File: config.mk
export PLATFORM = sky130hd
export DESIGN_NAME = wb_reg_bridge_flat
export DESIGN_NICKNAME = d
export VERILOG_FILES = /design/src/rtl/wb_reg_bridge_if.sv /design/src/rtl/wb_reg_bridge.sv /design/src/flat_wrapper.sv
export SDC_FILE = /design/constraint.sdc
export NUM_CORES = 1
export LEC_CHECK = 0
export CAP_MARGIN = 20
export CORE_AREA = 2 2 94 96
export CTS_BUF_LIST = sky130_fd_sc_hd__clkbuf_8
export DETAILED_ROUTE_END_ITERATION = 12
export DIE_AREA = 0 0 96 98
export GPL_ROUTABILITY_DRIVEN = 0
export PLACE_DENSITY = 0.94
export SLEW_MARGIN = 20
export SYNTH_ARGS = -nofsm -noshare
export SYNTH_HDL_FRONTEND = slang
export SYNTH_SLANG_ARGS = --single-unit
File: constraint.sdc
create_clock -name app_clk -period 4.2 [get_ports app_clk]
set_input_delay 0.42 -clock app_clk [delete_from_list [all_inputs] [get_ports app_clk]]
set_output_delay 0.42 -clock app_clk [all_outputs]
set_load 0.01 [all_outputs]
File: src/rtl/wb_reg_bridge_if.sv
// Wishbone classic slave bus bundle used between the master and wb_reg_bridge.
// Signal names keep the slave-side _i/_o orientation in both modports.
interface wb_reg_bridge_if #(
  parameter int AW = 9,
  parameter int DW = 32
);
  logic            wbs_cyc_i;
  logic            wbs_stb_i;
  logic            wbs_we_i;
  logic [AW-1:0]   wbs_adr_i;
  logic [DW-1:0]   wbs_dat_i;
  logic [DW/8-1:0] wbs_sel_i;
  logic [DW-1:0]   wbs_dat_o;
  logic            wbs_ack_o;
  logic            wbs_err_o;

  modport master (
    output wbs_cyc_i, wbs_stb_i, wbs_we_i, wbs_adr_i, wbs_dat_i, wbs_sel_i,
    input  wbs_dat_o, wbs_ack_o, wbs_err_o
  );

  modport slave (
    input  wbs_cyc_i, wbs_stb_i, wbs_we_i, wbs_adr_i, wbs_dat_i, wbs_sel_i,
    output wbs_dat_o, wbs_ack_o, wbs_err_o
  );
endinterface

File: src/rtl/wb_reg_bridge.sv
// Wishbone classic slave to held-strobe register bus bridge with a watchdog
// that turns a missing reg_ack into a one-cycle Wishbone error.
module wb_reg_bridge #(
  parameter int AW      = 9,
  parameter int DW      = 32,
  parameter int TIMEOUT = 255
) (
  input  logic            app_clk,
  input  logic            app_rst,
  wb_reg_bridge_if.slave  wb,
  output logic            reg_cs,
  output logic            reg_wr,
  output logic [AW-1:0]   reg_addr,
  output logic [DW-1:0]   reg_wdata,
  output logic [DW/8-1:0] reg_be,
  input  logic [DW-1:0]   reg_rdata,
  input  logic            reg_ack,
  output logic            err_flag_o,
  input  logic            err_clr_i
);

  localparam int TW = (TIMEOUT > 0) ? $clog2(TIMEOUT + 1) : 1;
  localparam logic [TW-1:0] TLIM = TW'((TIMEOUT > 0) ? TIMEOUT - 1 : 0);

  typedef enum logic [1:0] {IDLE, REQ, RESP} state_t;

  state_t            state_q;
  logic [TW-1:0]     timer_q;
  logic              cs_q, wr_q, ack_q, err_q, err_flag_q;
  logic [AW-1:0]     addr_q;
  logic [DW-1:0]     wdata_q, dat_q;
  logic [DW/8-1:0]   be_q;
  logic              timeout_hit;
  logic              err_set_d;
  logic              err_flag_d;

  assign timeout_hit = (TIMEOUT != 0) && (timer_q == TLIM);
  // A master abort outranks everything; an ack on the expiry edge outranks the timeout.
  assign err_set_d   = (state_q == REQ) && wb.wbs_cyc_i && !reg_ack && timeout_hit;
  assign err_flag_d  = err_set_d | (err_flag_q & ~err_clr_i);

  always_ff @(posedge app_clk or posedge app_rst) begin
    if (app_rst) begin
      state_q    <= IDLE;
      timer_q    <= '0;
      cs_q       <= 1'b0;
      wr_q       <= 1'b0;
      addr_q     <= '0;
      wdata_q    <= '0;
      be_q       <= '0;
      dat_q      <= '0;
      ack_q      <= 1'b0;
      err_q      <= 1'b0;
      err_flag_q <= 1'b0;
    end else begin
      err_flag_q <= err_flag_d;
      case (state_q)
        IDLE: begin
          ack_q <= 1'b0;
          err_q <= 1'b0;
          dat_q <= '0;
          if (wb.wbs_cyc_i && wb.wbs_stb_i) begin
            wr_q    <= wb.wbs_we_i;
            addr_q  <= wb.wbs_adr_i;
            wdata_q <= wb.wbs_dat_i;
            be_q    <= wb.wbs_sel_i;
            cs_q    <= 1'b1;
            timer_q <= '0;
            state_q <= REQ;
          end
        end
        REQ: begin
          if (timer_q != '1) timer_q <= timer_q + TW'(1);
          if (!wb.wbs_cyc_i) begin
            cs_q    <= 1'b0;
            state_q <= IDLE;
          end else if (reg_ack) begin
            cs_q    <= 1'b0;
            dat_q   <= wr_q ? '0 : reg_rdata;
            ack_q   <= 1'b1;
            state_q <= RESP;
          end else if (timeout_hit) begin
            cs_q    <= 1'b0;
            dat_q   <= '1;
            err_q   <= 1'b1;
            state_q <= RESP;
          end
        end
        RESP: begin
          ack_q   <= 1'b0;
          err_q   <= 1'b0;
          dat_q   <= '0;
          state_q <= IDLE;
        end
        default: state_q <= IDLE;
      endcase
    end
  end

  assign wb.wbs_dat_o = dat_q;
  assign wb.wbs_ack_o = ack_q;
  assign wb.wbs_err_o = err_q;
  assign reg_cs       = cs_q;
  assign reg_wr       = wr_q;
  assign reg_addr     = addr_q;
  assign reg_wdata    = wdata_q;
  assign reg_be       = be_q;
  assign err_flag_o   = err_flag_q;

endmodule

File: src/flat_wrapper.sv
// flat-port wrapper written by rule: the top's interface ports become plain ports
module wb_reg_bridge_flat 
#(
  parameter int AW      = 9,
  parameter int DW      = 32,
  parameter int TIMEOUT = 255
)
  (app_clk, app_rst, reg_cs, reg_wr, reg_addr, reg_wdata, reg_be, reg_rdata, reg_ack, err_flag_o, err_clr_i, wb_wbs_cyc_i, wb_wbs_stb_i, wb_wbs_we_i, wb_wbs_adr_i, wb_wbs_dat_i, wb_wbs_sel_i, wb_wbs_dat_o, wb_wbs_ack_o, wb_wbs_err_o);
  wb_reg_bridge_if #(.AW(AW), .DW(DW)) wb_i ();
  input  logic app_clk;
  input  logic app_rst;
  output logic reg_cs;
  output logic reg_wr;
  output logic [AW-1:0] reg_addr;
  output logic [DW-1:0] reg_wdata;
  output logic [DW/8-1:0] reg_be;
  input  logic [DW-1:0] reg_rdata;
  input  logic reg_ack;
  output logic err_flag_o;
  input  logic err_clr_i;
  input wire logic [$bits(wb_i.wbs_cyc_i)-1:0] wb_wbs_cyc_i;
  input wire logic [$bits(wb_i.wbs_stb_i)-1:0] wb_wbs_stb_i;
  input wire logic [$bits(wb_i.wbs_we_i)-1:0] wb_wbs_we_i;
  input wire logic [$bits(wb_i.wbs_adr_i)-1:0] wb_wbs_adr_i;
  input wire logic [$bits(wb_i.wbs_dat_i)-1:0] wb_wbs_dat_i;
  input wire logic [$bits(wb_i.wbs_sel_i)-1:0] wb_wbs_sel_i;
  output wire logic [$bits(wb_i.wbs_dat_o)-1:0] wb_wbs_dat_o;
  output wire logic [$bits(wb_i.wbs_ack_o)-1:0] wb_wbs_ack_o;
  output wire logic [$bits(wb_i.wbs_err_o)-1:0] wb_wbs_err_o;
  assign wb_i.wbs_cyc_i = wb_wbs_cyc_i;
  assign wb_i.wbs_stb_i = wb_wbs_stb_i;
  assign wb_i.wbs_we_i = wb_wbs_we_i;
  assign wb_i.wbs_adr_i = wb_wbs_adr_i;
  assign wb_i.wbs_dat_i = wb_wbs_dat_i;
  assign wb_i.wbs_sel_i = wb_wbs_sel_i;
  assign wb_wbs_dat_o = wb_i.wbs_dat_o;
  assign wb_wbs_ack_o = wb_i.wbs_ack_o;
  assign wb_wbs_err_o = wb_i.wbs_err_o;
  wb_reg_bridge #(.AW(AW), .DW(DW), .TIMEOUT(TIMEOUT)) u_core (.app_clk(app_clk), .app_rst(app_rst), .wb(wb_i), .reg_cs(reg_cs), .reg_wr(reg_wr), .reg_addr(reg_addr), .reg_wdata(reg_wdata), .reg_be(reg_be), .reg_rdata(reg_rdata), .reg_ack(reg_ack), .err_flag_o(err_flag_o), .err_clr_i(err_clr_i));
endmodule
# == After elaboration in Yosys (flattened, before gate mapping) ==
# Index checks and enable logic that the tools add are counted.
# word_totals
register_bits,92
in_bits,84
output_inout_bits,82
word_cells,68
# op_classes
addsub,1
n_eq_ne,12
mux,25
bitwise,3
reduce_logical,16
# op_table
operator,n
$mux W32,4
$pmux W32 S2,1
$mux W8,2
$pmux W8 S2,1
$reduce_and A3 Y1,4
$mux W1,9
$add A8 B1 Y8 const B,1
$eq A8 B8 Y1 const B,1
$mux W2,4
$ne A2 B2 Y1 const B,4
$ne A8 B8 Y1 const B,1
$pmux W1 S2,3
$logic_and A1 B1 Y1,4
$ne A2 B1 Y1 const B,2
$ne A4 B3 Y1 const B,1
$pmux W2 S2,1
$reduce_and A2 Y1,2
$reduce_and A4 Y1,1
$reduce_bool A2 Y1,2
$ne A3 B2 Y1 const B,1
$eq A2 B1 Y1 const B,1
$eq A2 B2 Y1 const B,1
$logic_not A2 Y1,1
$reduce_or A2 Y1,1
other kinds (4),4

# == Logic depth before layout (Yosys ltp) ==
# Gate-level depths: netlist of the first run.
# depth
depth_word,5
ltp_mapped,6
depth_no_buf,5

# == Worst setup path after synthesis of the first run ==
# Ideal clock, no wire load.
# synth_path
path_kind,flip-flop to flip-flop
from,register u_core.state_q[1]
to,register u_core.timer_q[1]
setup_ns,0.131
arrival_time_ns,1.332
required_time_ns,4.069
slack_ns,2.737
stages_incl_launch_ff,7
path_buffers,2
synth_period_minus_slack_ns,1.463
cell_sequence,dfrtp_1 > nand2b_4 > or3b_1 > buf_2 > buf_2 > nand3_1 > o31ai_1
# synth_via
elab_chain_len,3
elab_cells_between_ends,7
cone_classes,3 x eq/ne; 1 x mux; 3 x reduce/logical
# synth_rtl
item,line,rtl
"start, declared",wb_reg_bridge.sv:27,state_t state_q;
"start signal, assigned",wb_reg_bridge.sv:44,state_q <= IDLE;
"start signal, assigned",wb_reg_bridge.sv:69,state_q <= REQ;
"start signal, assigned",wb_reg_bridge.sv:76,state_q <= IDLE;
$eq A2 B1 Y1 or $logic_not A2 Y1 (tied branches),wb_reg_bridge.sv:57,case (state_q)
$ne A2 B2 Y1 (no line) (tied with other cells),-,
$reduce_and A3 Y1 (no line),-,
"end signal, assigned",wb_reg_bridge.sv:73,if (timer_q != '1) timer_q <= timer_q + TW'(1);
"end, declared",wb_reg_bridge.sv:28,logic [TW-1:0] timer_q;
# Several ways; a longest one is shown, not always the timed one.
# A chain may end at the register's enable or synchronous reset.

# == Worst setup path after layout of the first run ==
# layout_path
from,"register u_core.wr_q, in the netlist u_core.reg_wr"
to,output port reg_wr
# layout_lines
item,line,rtl
"start, declared",wb_reg_bridge.sv:29,"logic cs_q, wr_q, ack_q, err_q, err_flag_q;"
"start signal, assigned",wb_reg_bridge.sv:63,wr_q <= wb.wbs_we_i;
"end, declared",flat_wrapper.sv:13,output logic reg_wr;
# No word-level cell between the ends.

==> run summary, run 1 <==
PortBufs = 165
Crit-path slowest cell = dfrtp_1
Fillers = 631
Antenna Nets Post-Route = 0
CTS Buffer Depth = 2
First-pass GRT wire length = 16280 um
Multi-input gate area in the final layout = 1380 sq um
Delay of the slowest critical-path stage = 0.93 ns
Routed len/inst = 15.06 um
DR top layer = met4
Netlist cell types = 35
Layout area overhead = 47.29%
Cts bufs inserted = 9
Rows = 34
Final WS setup = 1.822 ns
Sequential area share after synthesis = 57.93%
TritonCTS clock tree = built
Max-slew headroom = 40.08%
Final Slew Violations = 0
Outcome = finished, final reports clean
Total GRT Usage = 21.80%
Pin slew with the least headroom to its limit = 0.8988 ns
Clk Latency, worst-skew pair = 0.35 ns
Critical path peak fanout = 34
Met1 wire length = 4144 um
DP Area = 5647 sq um
Max-Cap Viols = 0
Register area = 2302 sq um
Static leakage = 3.195 nW
Synth Register Bits = 92
GRT overflow = 0
Max Clk Rate = 420.6 MHz
Wire length on met2 = 5406 um
Final setup violation count = 0
Final Cell Area = 5853 sq um
R2R setup slack = 2.26 ns
Type of the worst setup path = flip-flop to output pin
Cells after Synth = 413
Ant diodes = 0
Vias per Instance = 5.076
Synth warn = 0
Post-synth EDFFs = 0
Avg Cell Area, Syn = 9.622 sq um
RSZ-0062 raised after global routing = no
Kind of cell adding the most delay to the critical path = flip-flops
Post-Synthesis Net Count = 499
Fin nets = 655
Die footprint = 9408 sq um
Worst ir drop on vdd = 193.0 uV
Pin count of the biggest net entering global routing = 56
Initial antenna violation count = 0
Die Wd = 96 um
Clock transition at path regs = 0.09 ns
Mapped Area = 3974 sq um
Initial DRT Pass Iterations = 4
Final Hold Vio Count = 0
CTS sink count = 92
Crit path buffers/inverters = 1
Clock root buffer = clkbuf_8
Detailed Route WL = 10270 um
Primary FF master, synth = dfrtp_1
Chip height = 98 um
Cts repair resizes = 0
TNS Setup = 0 ns
Vias in the first global route = 3556
Hold crit path type = input port to async pin
Met3 wire length = 535 um
Pre-CTS WS = 1.718 ns
Core area = 8466 sq um
1st-iter DRT viols = 213
CTS Hold Bufs = 0
Worst reg2reg startpoint = u_core.state_q[1]
Crit share post-route = 56.61%
Initial core utilization = 46.94%
R2R cell count = 5
Async set or reset register ratio after synthesis = 100.0%
Worst setup SP type = flip-flop
Levels on crit path = 1
Postcts setup bufs = 0
CP endpoint kind = output pin
CP Data Arrival Time = 1.96 ns
Min Tclk post-route = 2.378 ns
Layout cells sized above 1 = 5.052%
Sequence of cells on the critical path = clkdlybuf4s50_1
Num ports = 166
# H-tree levels = 3
Critical Path RT = 3.78 ns
Clk_skew = 0.01223 ns
Vias post-DR = 3462
# DRC = 0
Power Dens Cells = 366.2 nW/um^2
R2r endpoint = u_core.timer_q[2]
HPWL after detailed placement = 7117 um
## placed cells by master, fill, tap and decap left out, types with 2 or more instances in the layout
| cell | n |
|---|---|
| inv_1 | 37 |
| clkinvlp_4 | 2 |
| o211a_1 | 32 |
| clkinv_4 | 2 |
| mux2i_1 | 2 |
| clkdlybuf4s50_1 | 165 |
| ha_1 | 2 |
| clkinv_2 | 2 |
| o21ai_0 | 34 |
| clkbuf_8 | 10 |
| o22ai_1 | 3 |
| dfrtp_1 | 92 |
| nor2_1 | 4 |
| o21ai_1 | 3 |
| nand2_1 | 143 |
| buf_4 | 5 |
| o21a_1 | 2 |
| nor3_1 | 2 |
| a21oi_1 | 7 |
| nand3_1 | 7 |
## cell families (layout without fill, tap and decap cells)
logic type / count (synthesis) / after routing / share of synthesized area, %
buffers and inverters: 63 / 224 / 7.462
xor gates and xnor gates: 1 / 1 / 0.2204
DFF: 92 / 92 / 57.93
adders and majority gates: 2 / 2 / 0.6296
muxes: 2 / 2 / 0.5038
and+or+nand+nor: 168 / 168 / 17.79
AOI/OAI and AO/OA: 85 / 85 / 15.46
## flip-flops by register name, indices dropped and copies added, names as in the netlist
signal and flops:
u_core.reg_be 4, u_core.reg_addr 9, u_core.timer_q 8, u_core.reg_wr 1, u_core.wb.wbs_err_o 1, u_core.state_q 2
u_core.wb.wbs_ack_o 1, u_core.reg_wdata 32, u_core.err_flag_o 1, u_core.wb.wbs_dat_o 32, u_core.reg_cs 1
## metrics by stage
stage	total power, mW	util (%)	cells	hold WS (ns)
floorplan	1.295	-	413	0.4644
global placement	1.597	66.70	665	0.4568
detailed placement	1.621	66.70	665	0.4617
CTS	2.157	68.81	681	0.4797
global route	2.264	69.14	682	0.5074
finish	2.144	69.14	682	0.4620
## cells in the mapped netlist, types with 2 or more instances
master | n | area share [%]
a21oi_1 | 7 | 0.88
buf_2 | 16 | 2.0
buf_6 | 4 | 1.1
clkbuf_1 | 4 | 0.38
dfrtp_1 | 92 | 58
dlygate4sd1_1 | 2 | 0.44
ha_1 | 2 | 0.63
inv_1 | 37 | 3.5
mux2i_1 | 2 | 0.50
nand2_1 | 143 | 14
nand3_1 | 7 | 0.88
nor2_1 | 4 | 0.38
nor3_1 | 2 | 0.25
o211a_1 | 32 | 8.1
o21a_1 | 2 | 0.38
o21ai_0 | 34 | 4.3
o21ai_1 | 3 | 0.38
o22ai_1 | 3 | 0.47
## worst reg2reg max path: stages, from the launching register on
cell      delay [ns]
dfrtp_1         0.40
nand2b_4        0.18
or3b_2          0.72
buf_16          0.27
a21oi_1         0.16
mux2i_1         0.09
## final cells by class
cell class / count / share of cell area [%]
flip-flops and latches: 92 / 39.33
multi-input cells: 258 / 23.58
inverters: 37 / 2.394
repair buffers: 171 / 29.33
clock inverters: 6 / 0.7054
clock buffers: 10 / 2.351
well taps: 108 / 2.309
## layer usage
layer	track usage, %	up-vias
met5	0	-
met4	7.912	0
met3	3.935	14
met2	38.19	123
met1	26.42	1677
li1	-	1648
## report_power, final
group / leakage (nW) / internal (mW) / total [mW] / switching (mW)
registers: 1.20 / 0.991 / 1.07 / 0.0821
clock network: 0.0897 / 0.230 / 0.536 / 0.305
logic: 1.90 / 0.300 / 0.535 / 0.235
## worst max-delay path by stage
stage	from	to	slack (ns)
6_report	u_core.reg_wr	reg_wr	1.82
5_1_grt	u_core.reg_wr	reg_wr	1.67
4_1_cts	u_core.reg_wr	reg_wr	1.78
3_5_place_dp	wb_wbs_cyc_i	u_core.timer_q[2]	1.72
3_3_place_gp	wb_wbs_cyc_i	u_core.timer_q[7]	1.78
2_1_floorplan	app_rst	u_core.err_flag_o	1.39
Note: power is estimated with default switching activity, not from simulation.
==> inputs of run 2 (changes only) <==
--- a/config.mk
+++ b/config.mk
@@ -6,12 +6,12 @@
 export NUM_CORES = 1
 export LEC_CHECK = 0
 export CAP_MARGIN = 20
-export CORE_AREA = 2 2 94 96
+export CORE_AREA = 2 2 99 101
 export CTS_BUF_LIST = sky130_fd_sc_hd__clkbuf_8
 export DETAILED_ROUTE_END_ITERATION = 12
-export DIE_AREA = 0 0 96 98
+export DIE_AREA = 0 0 101 103
 export GPL_ROUTABILITY_DRIVEN = 0
-export PLACE_DENSITY = 0.94
+export PLACE_DENSITY = 0.86
 export SLEW_MARGIN = 20
 export SYNTH_ARGS = -nofsm -noshare
 export SYNTH_HDL_FRONTEND = slang
==> constraint.sdc (replaced) <==
create_clock -name app_clk -period 2.3 [get_ports app_clk]
set_input_delay 0.23 -clock app_clk [delete_from_list [all_inputs] [get_ports app_clk]]
set_output_delay 0.23 -clock app_clk [all_outputs]
set_load 0.01 [all_outputs]
==> run 2 against run 1 <==
  * Clock-buffer cell count fell by 1
  * Routed wire length decreased by 2.5%
  * Final cell count is 1.3% higher
  * Via count decreased by 1.1%
  * Global-route usage down 2.6 points
  * Design area increased by 1.2%
  * Sequential cell count unchanged
  * Worst setup slack lost 1.3 ns
  * Sequential share of layout area shrank 0.46 points
  * Non-clock buffer count rose by 3
  * Critical path type unchanged
  * Critical endpoint unchanged
  * Largest cell class unchanged
  * Highest routed layer unchanged
==> run summary, run 2 (synthesis results as in run 1) <==
Outcome = finished, final reports clean
Core area = 9459 sq um (+12%)
Critical Path RT = 2.07 ns (-1.71 ns)
# H-tree levels = 3 (unchanged)
Power Dens Cells = 700.1 nW/um^2 (+91%)
Chip height = 103 um (+5.1%)
Commonest cells after routing, fill and taps aside = 165 x clkdlybuf4s50_1, 143 x nand2_1, 92 x dfrtp_1, 37 x inv_1, 34 x o21ai_0
Cts bufs inserted = 9 (unchanged)
WHS = 0.3531 ns (-0.1089 ns)
TNS Setup = 0 ns (unchanged)
Max-slew headroom = 67.49% (+27 points)
Pin slew with the least headroom to its limit = 0.4876 ns (-0.4113 ns)
Clk Latency, worst-skew pair = 0.36 ns (about the same)
CTS sink count = 92 (unchanged)
Worst setup SP type = flip-flop
Vias post-DR = 3425 (-1.1%)
Die footprint = 10400 sq um (+11%)
R2R setup slack = 0.62 ns (-1.64 ns)
Layout cells sized above 1 = 5.546% (+0.49 points)
Pre-CTS WS = 0.3445 ns (-1.373 ns)
Final Util = 62.61% (-6.5 points)
Critical path peak fanout = 34 (unchanged)
Fillers = 779 (+23%)
Routed len/inst = 14.50 um (-3.8%)
Initial antenna violation count = 0 (unchanged)
Clock root buffer = clkbuf_8
Final WS setup = 0.4907 ns (-1.332 ns)
PortBufs = 165 (unchanged)
Die Wd = 101 um (+5.2%)
Vias per Instance = 4.957 (-2.4%)
Commonest non-fill, non-tap cell in the layout = clkdlybuf4s50_1
RSZ-0062 raised after global routing = no
CTS Hold Bufs = 0 (unchanged)
# DRC = 0 (unchanged)
Type of the worst setup path = flip-flop to output pin
GRT overflow = 0 (unchanged)
Antenna Nets Post-Route = 0 (unchanged)
Final Slew Violations = 0 (unchanged)
Vias in the first global route = 3457 (-2.8%)
TritonCTS clock tree = built
Ant diodes = 0 (unchanged)
Worst ir drop on vdd = 365.3 uV (+89%)
Pin count of the biggest net entering global routing = 93 (+66%)
Final setup violation count = 0 (unchanged)
Layout area overhead = 49.02%
Max Clk Rate = 552.7 MHz
Detailed Route WL = 10020 um (-2.5%)
CP endpoint kind = output pin
HPWL after detailed placement = 7013 um (-1.5%)
Crit share post-route = 78.66%
Dpl cells = 675 (+1.5%)
Clk_skew = 0.01596 ns (+0.003731 ns)
Fin nets = 658 (+0.46%)
Initial core utilization = 42.01% (-4.9 points)
1st-iter DRT viols = 136 (-36%)
CP Data Arrival Time = 1.58 ns (-0.38 ns)
First-pass GRT wire length = 15810 um (-2.9%)
Cts repair resizes = 0 (unchanged)
Initial DRT Pass Iterations = 5 (+1)
Max-Cap Viols = 0 (unchanged)
Hold crit path type = input port to async pin
Postcts setup bufs = 0 (unchanged)
Final Hold Vio Count = 0 (unchanged)
CTS Buffer Depth = 2 (unchanged)
Rows = 36 (+5.9%)
Static leakage = 3.220 nW (+0.81%)
Num ports = 166 (unchanged)
Clock transition at path regs = 0.10 ns (about the same)
Total GRT Usage = 19.22% (-2.6 points)
Post-route insts no fill = 691 (+1.3%)
Min Tclk post-route = 1.809 ns
## run 2: changes by cell type in the layout (fill, tap and decap cells not counted), moves of 2 or more
| cell | before | now |
|---|---|---|
| clkinv_4 | 2 | 0 |
| clkinv_2 | 2 | 0 |
| bufinv_16 | 0 | 2 |
| buf_4 | 5 | 8 |
## run 2: metrics by stage
step / power [mW] / area [sq um]
3_3_place_gp: 2.937 / 5699
2_1_floorplan: 2.366 / 3978
6_report: 4.146 / 5922
5_1_grt: 4.369 / 5922
4_1_cts: 4.183 / 5922
3_5_place_dp: 2.971 / 5699
## run 2: per-layer routing
layer | vias to the layer above | GRT usage (%) | part of all wire (%)
li1 | 1653 | - | -
met1 | 1641 | 23.22 | 42
met2 | 122 | 33.69 | 51
met3 | 9 | 4.949 | 6.9
met4 | 0 | 6.445 | 0.83
met5 | - | 0 | 0
## run 2: critical path, cell delays in order, from the launching register on
cell	delay, ns
dfrtp_1	0.33
buf_4	0.29
clkdlybuf4s50_1	0.60
## run 2: area by class of cell
| class | count | area (sq um) | area share [%] |
|---|---|---|---|
| well taps | 114 | 142.6 | 2.409 |
| clock inverters | 7 | 98.84 | 1.669 |
| repair buffers | 174 | 1732 | 29.24 |
| inverters | 37 | 142.6 | 2.409 |
| clock buffers | 9 | 123.9 | 2.092 |
| flip-flops and latches | 92 | 2302 | 38.88 |
| multi-input cells | 258 | 1380 | 23.30 |
## run 2: path summary, 6_finish.rpt
check	start	end	depth (start not counted)
max	u_core.reg_wr	reg_wr	2
min	app_rst	u_core.reg_wdata[1]	3
max reg2reg	u_core.timer_q[4]	u_core.wb.wbs_dat_o[23]	5
min reg2reg	u_core.reg_wdata[21]	u_core.reg_wdata[21]	2
max in group asynchronous	app_rst	u_core.reg_wdata[30]	3
min in group app_clk	wb_wbs_sel_i[0]	u_core.reg_be[0]	3
## run 2: report_power, final
group | switching, mW | internal [mW] | total (mW) | leakage [nW]
logic | 0.450 | 0.551 | 1.00 | 1.91
clock network | 0.595 | 0.620 | 1.22 | 0.109
registers | 0.119 | 1.81 | 1.93 | 1.20
